`src/rtl/rf_wr_arbiter_if.sv`:
```
// Request-side bundle for rf_wr_arbiter: two requesters (A and B), each with
// req/lock/addr/data toward the arbiter and an ack back from it.
//
// Handshake (both requesters): x_req high means a beat is offered. x_ack is
// combinational, high in the same cycle the arbiter accepts the beat. The
// beat transfers on every rising edge where x_req=1 and x_ack=1. While
// x_req=1 and x_ack=0, the requester holds x_lock/x_addr/x_data stable.
interface rf_wr_arbiter_if #(
  parameter int AW = 4,
  parameter int DW = 16
);
  logic          a_req;
  logic          a_lock;
  logic [AW-1:0] a_addr;
  logic [DW-1:0] a_data;
  logic          a_ack;
  logic          b_req;
  logic          b_lock;
  logic [AW-1:0] b_addr;
  logic [DW-1:0] b_data;
  logic          b_ack;

  modport master (
    output a_req, a_lock, a_addr, a_data,
    output b_req, b_lock, b_addr, b_data,
    input  a_ack, b_ack
  );

  modport slave (
    input  a_req, a_lock, a_addr, a_data,
    input  b_req, b_lock, b_addr, b_data,
    output a_ack, b_ack
  );
endinterface

```
`src/rtl/rf_wr_arbiter.sv`:
```
// rf_wr_arbiter: shares one register-file write port between requesters A
// and B. The arbiter grants one beat per cycle, acks it combinationally, and
// drives Rw/Wdat/WrEn from registers one cycle later. A requester may hold
// the port for up to MAX_BURST consecutive beats by asserting lock.
//
// Build option: define RF_ARB_RR_EN for round-robin tie breaking in IDLE;
// without it, IDLE ties always go to A.
module rf_wr_arbiter #(
  parameter int AW        = 4,
  parameter int DW        = 16,
  parameter int MAX_BURST = 4
) (
  input  logic          clk,
  input  logic          rst_n,
  rf_wr_arbiter_if.slave req_if,
  output logic [AW-1:0] Rw,
  output logic [DW-1:0] Wdat,
  output logic          WrEn,
  output logic [1:0]    owner,
  output logic [1:0]    dbg_state,
  output logic [3:0]    dbg_cnt,
  output logic          dbg_lg
);

  // Encoding doubles as the owner code: 00 none, 01 A, 10 B.
  typedef enum logic [1:0] {
    IDLE  = 2'b00,
    OWN_A = 2'b01,
    OWN_B = 2'b10
  } state_t;

  localparam logic [4:0] BURST_LIM = 5'(MAX_BURST);

  state_t        state;
  state_t        state_next;
  logic [3:0]    cnt;
  logic [3:0]    cnt_next;
  logic          lg;        // last granted requester: 0 = A, 1 = B
  logic          grant_a;
  logic          grant_b;
  logic          sel_lock;
  logic [4:0]    beats;     // beats in the current lock run including this one
  logic [AW-1:0] sel_addr;
  logic [DW-1:0] sel_data;

  // Grant selection: a live owner wins outright; otherwise IDLE rules apply,
  // which also covers the cycle in which an owner drops its request.
  always_comb begin
    grant_a = 1'b0;
    grant_b = 1'b0;
    if (state == OWN_A && req_if.a_req) begin
      grant_a = 1'b1;
    end else if (state == OWN_B && req_if.b_req) begin
      grant_b = 1'b1;
    end else if (req_if.a_req && req_if.b_req) begin
`ifdef RF_ARB_RR_EN
      grant_a = lg;
      grant_b = ~lg;
`else
      grant_a = 1'b1;
`endif
    end else begin
      grant_a = req_if.a_req;
      grant_b = req_if.b_req;
    end
  end

  // Acks are held low while reset is asserted, even if requests are present.
  assign req_if.a_ack = grant_a & rst_n;
  assign req_if.b_ack = grant_b & rst_n;

  // Next state and burst count: a lock run continues only for the requester
  // that already owns the port; any other grant starts counting from zero.
  always_comb begin
    state_next = IDLE;
    cnt_next   = 4'd0;
    sel_lock   = 1'b0;
    beats      = 5'd0;
    sel_addr   = req_if.a_addr;
    sel_data   = req_if.a_data;
    if (grant_a) begin
      sel_lock = req_if.a_lock;
      beats    = (state == OWN_A) ? ({1'b0, cnt} + 5'd1) : 5'd1;
    end else if (grant_b) begin
      sel_lock = req_if.b_lock;
      sel_addr = req_if.b_addr;
      sel_data = req_if.b_data;
      beats    = (state == OWN_B) ? ({1'b0, cnt} + 5'd1) : 5'd1;
    end
    if ((grant_a || grant_b) && sel_lock && (beats < BURST_LIM)) begin
      state_next = grant_a ? OWN_A : OWN_B;
      cnt_next   = beats[3:0];
    end
  end

  // Lock state and burst counter registers.
  always_ff @(posedge clk or negedge rst_n) begin
    if (!rst_n) begin
      state <= IDLE;
      cnt   <= 4'd0;
    end else begin
      state <= state_next;
      cnt   <= cnt_next;
    end
  end

  // RF write-port register: capture the granted beat, hold address/data
  // when idle, and remember who was granted last for tie breaking.
  always_ff @(posedge clk or negedge rst_n) begin
    if (!rst_n) begin
      WrEn <= 1'b0;
      Rw   <= '0;
      Wdat <= '0;
      lg   <= 1'b1;
    end else if (grant_a || grant_b) begin
      WrEn <= 1'b1;
      Rw   <= sel_addr;
      Wdat <= sel_data;
      lg   <= grant_b;
    end else begin
      WrEn <= 1'b0;
    end
  end

  assign owner     = state;
  assign dbg_state = state;
  assign dbg_cnt   = cnt;
  assign dbg_lg    = lg;

endmodule
```
`src/flat_wrapper.sv`:
```
// flat-port wrapper written by rule: the top's interface ports become plain ports
module rf_wr_arbiter_flat 
#(
  parameter int AW        = 4,
  parameter int DW        = 16,
  parameter int MAX_BURST = 4
)
  (clk, rst_n, Rw, Wdat, WrEn, owner, dbg_state, dbg_cnt, dbg_lg, req_if_a_req, req_if_a_lock, req_if_a_addr, req_if_a_data, req_if_b_req, req_if_b_lock, req_if_b_addr, req_if_b_data, req_if_a_ack, req_if_b_ack);
  rf_wr_arbiter_if #(.AW(AW), .DW(DW)) req_if_i ();
  input  logic clk;
  input  logic rst_n;
  output logic [AW-1:0] Rw;
  output logic [DW-1:0] Wdat;
  output logic WrEn;
  output logic [1:0] owner;
  output logic [1:0] dbg_state;
  output logic [3:0] dbg_cnt;
  output logic dbg_lg;
  input wire logic [$bits(req_if_i.a_req)-1:0] req_if_a_req;
  input wire logic [$bits(req_if_i.a_lock)-1:0] req_if_a_lock;
  input wire logic [$bits(req_if_i.a_addr)-1:0] req_if_a_addr;
  input wire logic [$bits(req_if_i.a_data)-1:0] req_if_a_data;
  input wire logic [$bits(req_if_i.b_req)-1:0] req_if_b_req;
  input wire logic [$bits(req_if_i.b_lock)-1:0] req_if_b_lock;
  input wire logic [$bits(req_if_i.b_addr)-1:0] req_if_b_addr;
  input wire logic [$bits(req_if_i.b_data)-1:0] req_if_b_data;
  output wire logic [$bits(req_if_i.a_ack)-1:0] req_if_a_ack;
  output wire logic [$bits(req_if_i.b_ack)-1:0] req_if_b_ack;
  assign req_if_i.a_req = req_if_a_req;
  assign req_if_i.a_lock = req_if_a_lock;
  assign req_if_i.a_addr = req_if_a_addr;
  assign req_if_i.a_data = req_if_a_data;
  assign req_if_i.b_req = req_if_b_req;
  assign req_if_i.b_lock = req_if_b_lock;
  assign req_if_i.b_addr = req_if_b_addr;
  assign req_if_i.b_data = req_if_b_data;
  assign req_if_a_ack = req_if_i.a_ack;
  assign req_if_b_ack = req_if_i.b_ack;
  rf_wr_arbiter #(.AW(AW), .DW(DW), .MAX_BURST(MAX_BURST)) u_core (.clk(clk), .rst_n(rst_n), .req_if(req_if_i), .Rw(Rw), .Wdat(Wdat), .WrEn(WrEn), .owner(owner), .dbg_state(dbg_state), .dbg_cnt(dbg_cnt), .dbg_lg(dbg_lg));
endmodule
```
`config.mk`:
```
export PLATFORM = sky130hd
export DESIGN_NAME = rf_wr_arbiter_flat
export DESIGN_NICKNAME = d
export VERILOG_FILES = /design/src/rtl/rf_wr_arbiter_if.sv /design/src/rtl/rf_wr_arbiter.sv /design/src/flat_wrapper.sv
export SDC_FILE = /design/constraint.sdc
export NUM_CORES = 1
export LEC_CHECK = 0
export BUFFER_PORTS_ARGS = -buffer_cell sky130_fd_sc_hd__buf_2
export CAP_MARGIN = 20
export CORE_AREA = 2 2 58 60
export DETAILED_ROUTE_END_ITERATION = 12
export DIE_AREA = 0 0 60 62
export PLACE_DENSITY = 0.72
export SLEW_MARGIN = 20
export SYNTH_ARGS = -nofsm -noshare
export SYNTH_HDL_FRONTEND = slang
export SYNTH_SLANG_ARGS = --single-unit
```
`constraint.sdc`:
```
create_clock -name clk -period 2 [get_ports clk]
set_input_delay 0.2 -clock clk [delete_from_list [all_inputs] [get_ports clk]]
set_output_delay 0.2 -clock clk [all_outputs]
set_load 0.02 [all_outputs]
```
==> flow_metrics.tcl <==
set metrics [dict create \
    cts_setup_buffers 0 \
    yosysWarnings 0 \
    drt-total-wl_mm 3.059 \
    fin_crit_sh_pct 92.24 \
    portBuffers 77 \
    r2r_setup_slack_ns 0.23 \
    viasPerCell 4.930 \
    min_from "req_if_a_addr[0]" \
    cp.required_ns 1.80 \
    htreeDepth 1 \
    place_congestion 0.8694 \
    gr-total-overflow 0 \
    yosys.area.top_type_share_pct 56.25 \
    p_per_area_mw_per_mm2 726.6 \
    insertion_delay_ns 0.32 \
    finalPower_uw 1207 \
    dp_hpwl_mm 2.385 \
    synth_seq_cells 28 \
    grt_pass1_vias 978 \
    arrival_ns 1.64 \
    ant_nets 0 \
    end_kind "primary output" \
    clk_pin_slew_ns 0.14 \
    core_area_sq_mm 0.003179 \
    worstHoldPathCells 3 \
    critPathSlowestCell "dfrtp_1" \
    synth_cell_types 24 \
    cts_buffers 3 \
    cts_tree "built" \
    chipHeight_microns 62 \
    cp_max_fo 12 \
    outcome "completed" \
    max_slew_margin_pct 48.17 \
    syn_to_final_growth_pct 38.33 \
    synth_area_leaders "dfrtp_1, a222oi_1, inv_1" \
    dieArea_sq_mm 0.003720 \
    slew_violations 0 \
    worst-slew-pin-transition_ns 0.7774 \
    cts_root_buf "clkbuf_4" \
    ys_seq_area_share_pct 58.44 \
    crit_path_start_kind "register" \
    firstDrtPassIters 6 \
    fmax_mhz 542.1 \
    nets 229 \
    hold_path_class "in -> reg" \
    io_pins 78 \
    grt_max_degree 24 \
    swShare_pct 29.73 \
    syn_inst 104 \
    synth_edf_count 0 \
    synth_flop_cell "dfrtp_1" \
    p_seq_share_pct 53.7 \
    setup_viol 0 \
    layout.cells.non_filler 227 \
    peakVddDrop_mv 0.2528 \
    path_delay_family "flip-flops" \
    internal_power_uw 848.3 \
    cpPeakStageDelay_ns 0.43 \
    num_rows 21 \
    layout_min_cycle_time_ns 1.845 \
    rr_endpoint "u_core.dbg_cnt[1]" \
    clkPwrFrac_pct 22.0 \
    cts.sinks 28 \
    synth_area_per_cell_sq_um 11.55 \
    comb_power_share_pct 24.3 \
    drive_gt1_share_pct 47.51 \
    synth_top_area_cell "dfrtp_1" \
    maxCapViolCount 0 \
    syn_area_sq_mm 0.001201 \
    path_class "reg -> out" \
    synthArstFlopShare_pct 100.0 \
    switchingPower_uw 359.0 \
    grtUsageTotal_pct 15.83 \
    leakagePower_uw 0.0009468 \
    start_util_pct 37.78 \
    crit_chain "nand2b_1, a21boi_4, and2_1, buf_2" \
    synthTopCellsByCount "dfrtp_1, inv_1, a222oi_1" \
    critPathBufInv 1 \
    drt_iter0_markers 107 \
    drc 0 \
    cts_max_path_buffers 2 \
    final.setup.tns_ns 0 \
    yosysMostFrequentCell "dfrtp_1" \
    fin_util_pct 52.26 \
    diodes 0 \
    skew_ns 0.007310 \
    r2r-start "u_core.dbg_state[1]" \
    holdPathEnd "u_core.Rw[0]" \
    grt_antenna_before_repair 0 \
    place_inst 222 \
    fillerInstances 301 \
    routedWlPerCell_microns 13.48 \
    holdWs_ns 0.1022 \
    via_count 1119 \
    die_width_microns 60 \
    grt_pass1_wl_mm 4.312 \
    rsz0062_at_grt "false" \
    ff2ff_path_depth 4 \
    final_hold_viol_count 0 \
]
layout by cell type, fill, tap and decap left out:
cell type	netlist	final
nor2_1	4	4
and3_1	3	3
a222oi_1	20	20
o21ai_0	2	2
clkbuf_8	0	1
buf_4	2	3
inv_1	21	21
and3b_1	1	1
dfrtp_1	27	27
and2_1	2	2
nand2b_1	1	1
dlygate4sd3_1	0	1
nor4_1	1	1
nand2_1	3	3
a21boi_4	0	1
conb_1	1	2
a21oi_1	1	1
nor2b_1	1	1
ha_1	1	1
dfstp_2	1	1
a21boi_0	1	1
clkbuf_4	0	3
a22oi_1	1	1
nand3b_1	2	2
buf_2	2	77
registers in the layout, indices dropped and copies added, names as in the netlist:
name / flops
u_core.dbg_cnt: 4
u_core.Wdat: 16
u_core.dbg_lg: 1
u_core.WrEn: 1
u_core.Rw: 4
u_core.dbg_state: 2
how the worst max path moves through the flow:
stage | startpoint | to | slack (ns) | cells past startpoint
floorplan | u_core.dbg_state[0] | req_if_b_ack | 0.44 | 4
global placement | u_core.dbg_state[1] | u_core.dbg_cnt[1] | 0.39 | 4
detailed placement | u_core.dbg_state[1] | u_core.dbg_cnt[1] | 0.30 | 4
CTS | u_core.dbg_state[0] | req_if_b_ack | 0.05 | 4
global route | u_core.dbg_state[0] | u_core.dbg_cnt[1] | 0.03 | 4
finish | u_core.dbg_state[0] | req_if_b_ack | 0.16 | 4
routing by layer:
layer	track usage, %	share of wire, %	vias to the layer above	wire length (microns)
met5	0	0	-	0
met4	8.254	1.3	0	40
met3	3.727	7.2	4	219
met2	26.40	51	53	1566
met1	19.18	40	530	1233
li1	-	-	532	-
what timing repair did:
| action | in CTS | in global routing |
|---|---|---|
| hold endpoints to repair | 11 | 0 |
| endpoints found under the setup margin | 0 | 1 |
| resized for setup | 0 | 1 |
| hold buffers | 1 | 0 |
cells by family (layout without fill, tap and decap cells):
kind of cell,count (synthesis),count (layout),synth area share (%)
flops,28,28,58.44
fa+ha+maj,1,1,1.042
other cells,1,2,0.3122
compound gates,26,26,19.79
buf+inv,30,106,12.08
simple gates,18,18,8.334
tightest hold or removal path: stages:
cell and delay (ns):
buf_2 0.07, a222oi_1 0.07, inv_1 0.05
metrics by stage:
step / worst slack [ns] / instance area, sq um
after floorplan: 0.4399 / 1205
after global placement: 0.3865 / 1608
after detailed placement: 0.2958 / 1608
after CTS: 0.04641 / 1654
after global routing: 0.02846 / 1662
final: 0.1552 / 1662
cell type report:
| cell class | instances | area [sq um] | area share (%) |
|---|---|---|---|
| Timing Repair Buffer | 81 | 417.9 | 25.15 |
| Sequential cell | 28 | 701.9 | 42.24 |
| Tap cell | 46 | 57.56 | 3.464 |
| Multi-Input combinational cell | 47 | 369.1 | 22.21 |
| Clock buffer | 4 | 36.28 | 2.184 |
| Inverter | 21 | 78.83 | 4.744 |
power groups by stage:
| stage | sequential, uW | combinational, uW | clock [uW] |
|---|---|---|---|
| finish | 649 | 294 | 265 |
| floorplan | 722 | 101 | 0 |
| CTS | 648 | 295 | 278 |
| detailed placement | 658 | 293 | 0 |
| global route | 655 | 323 | 303 |
| global placement | 656 | 286 | 0 |
(Power assumes the default switching activity.)
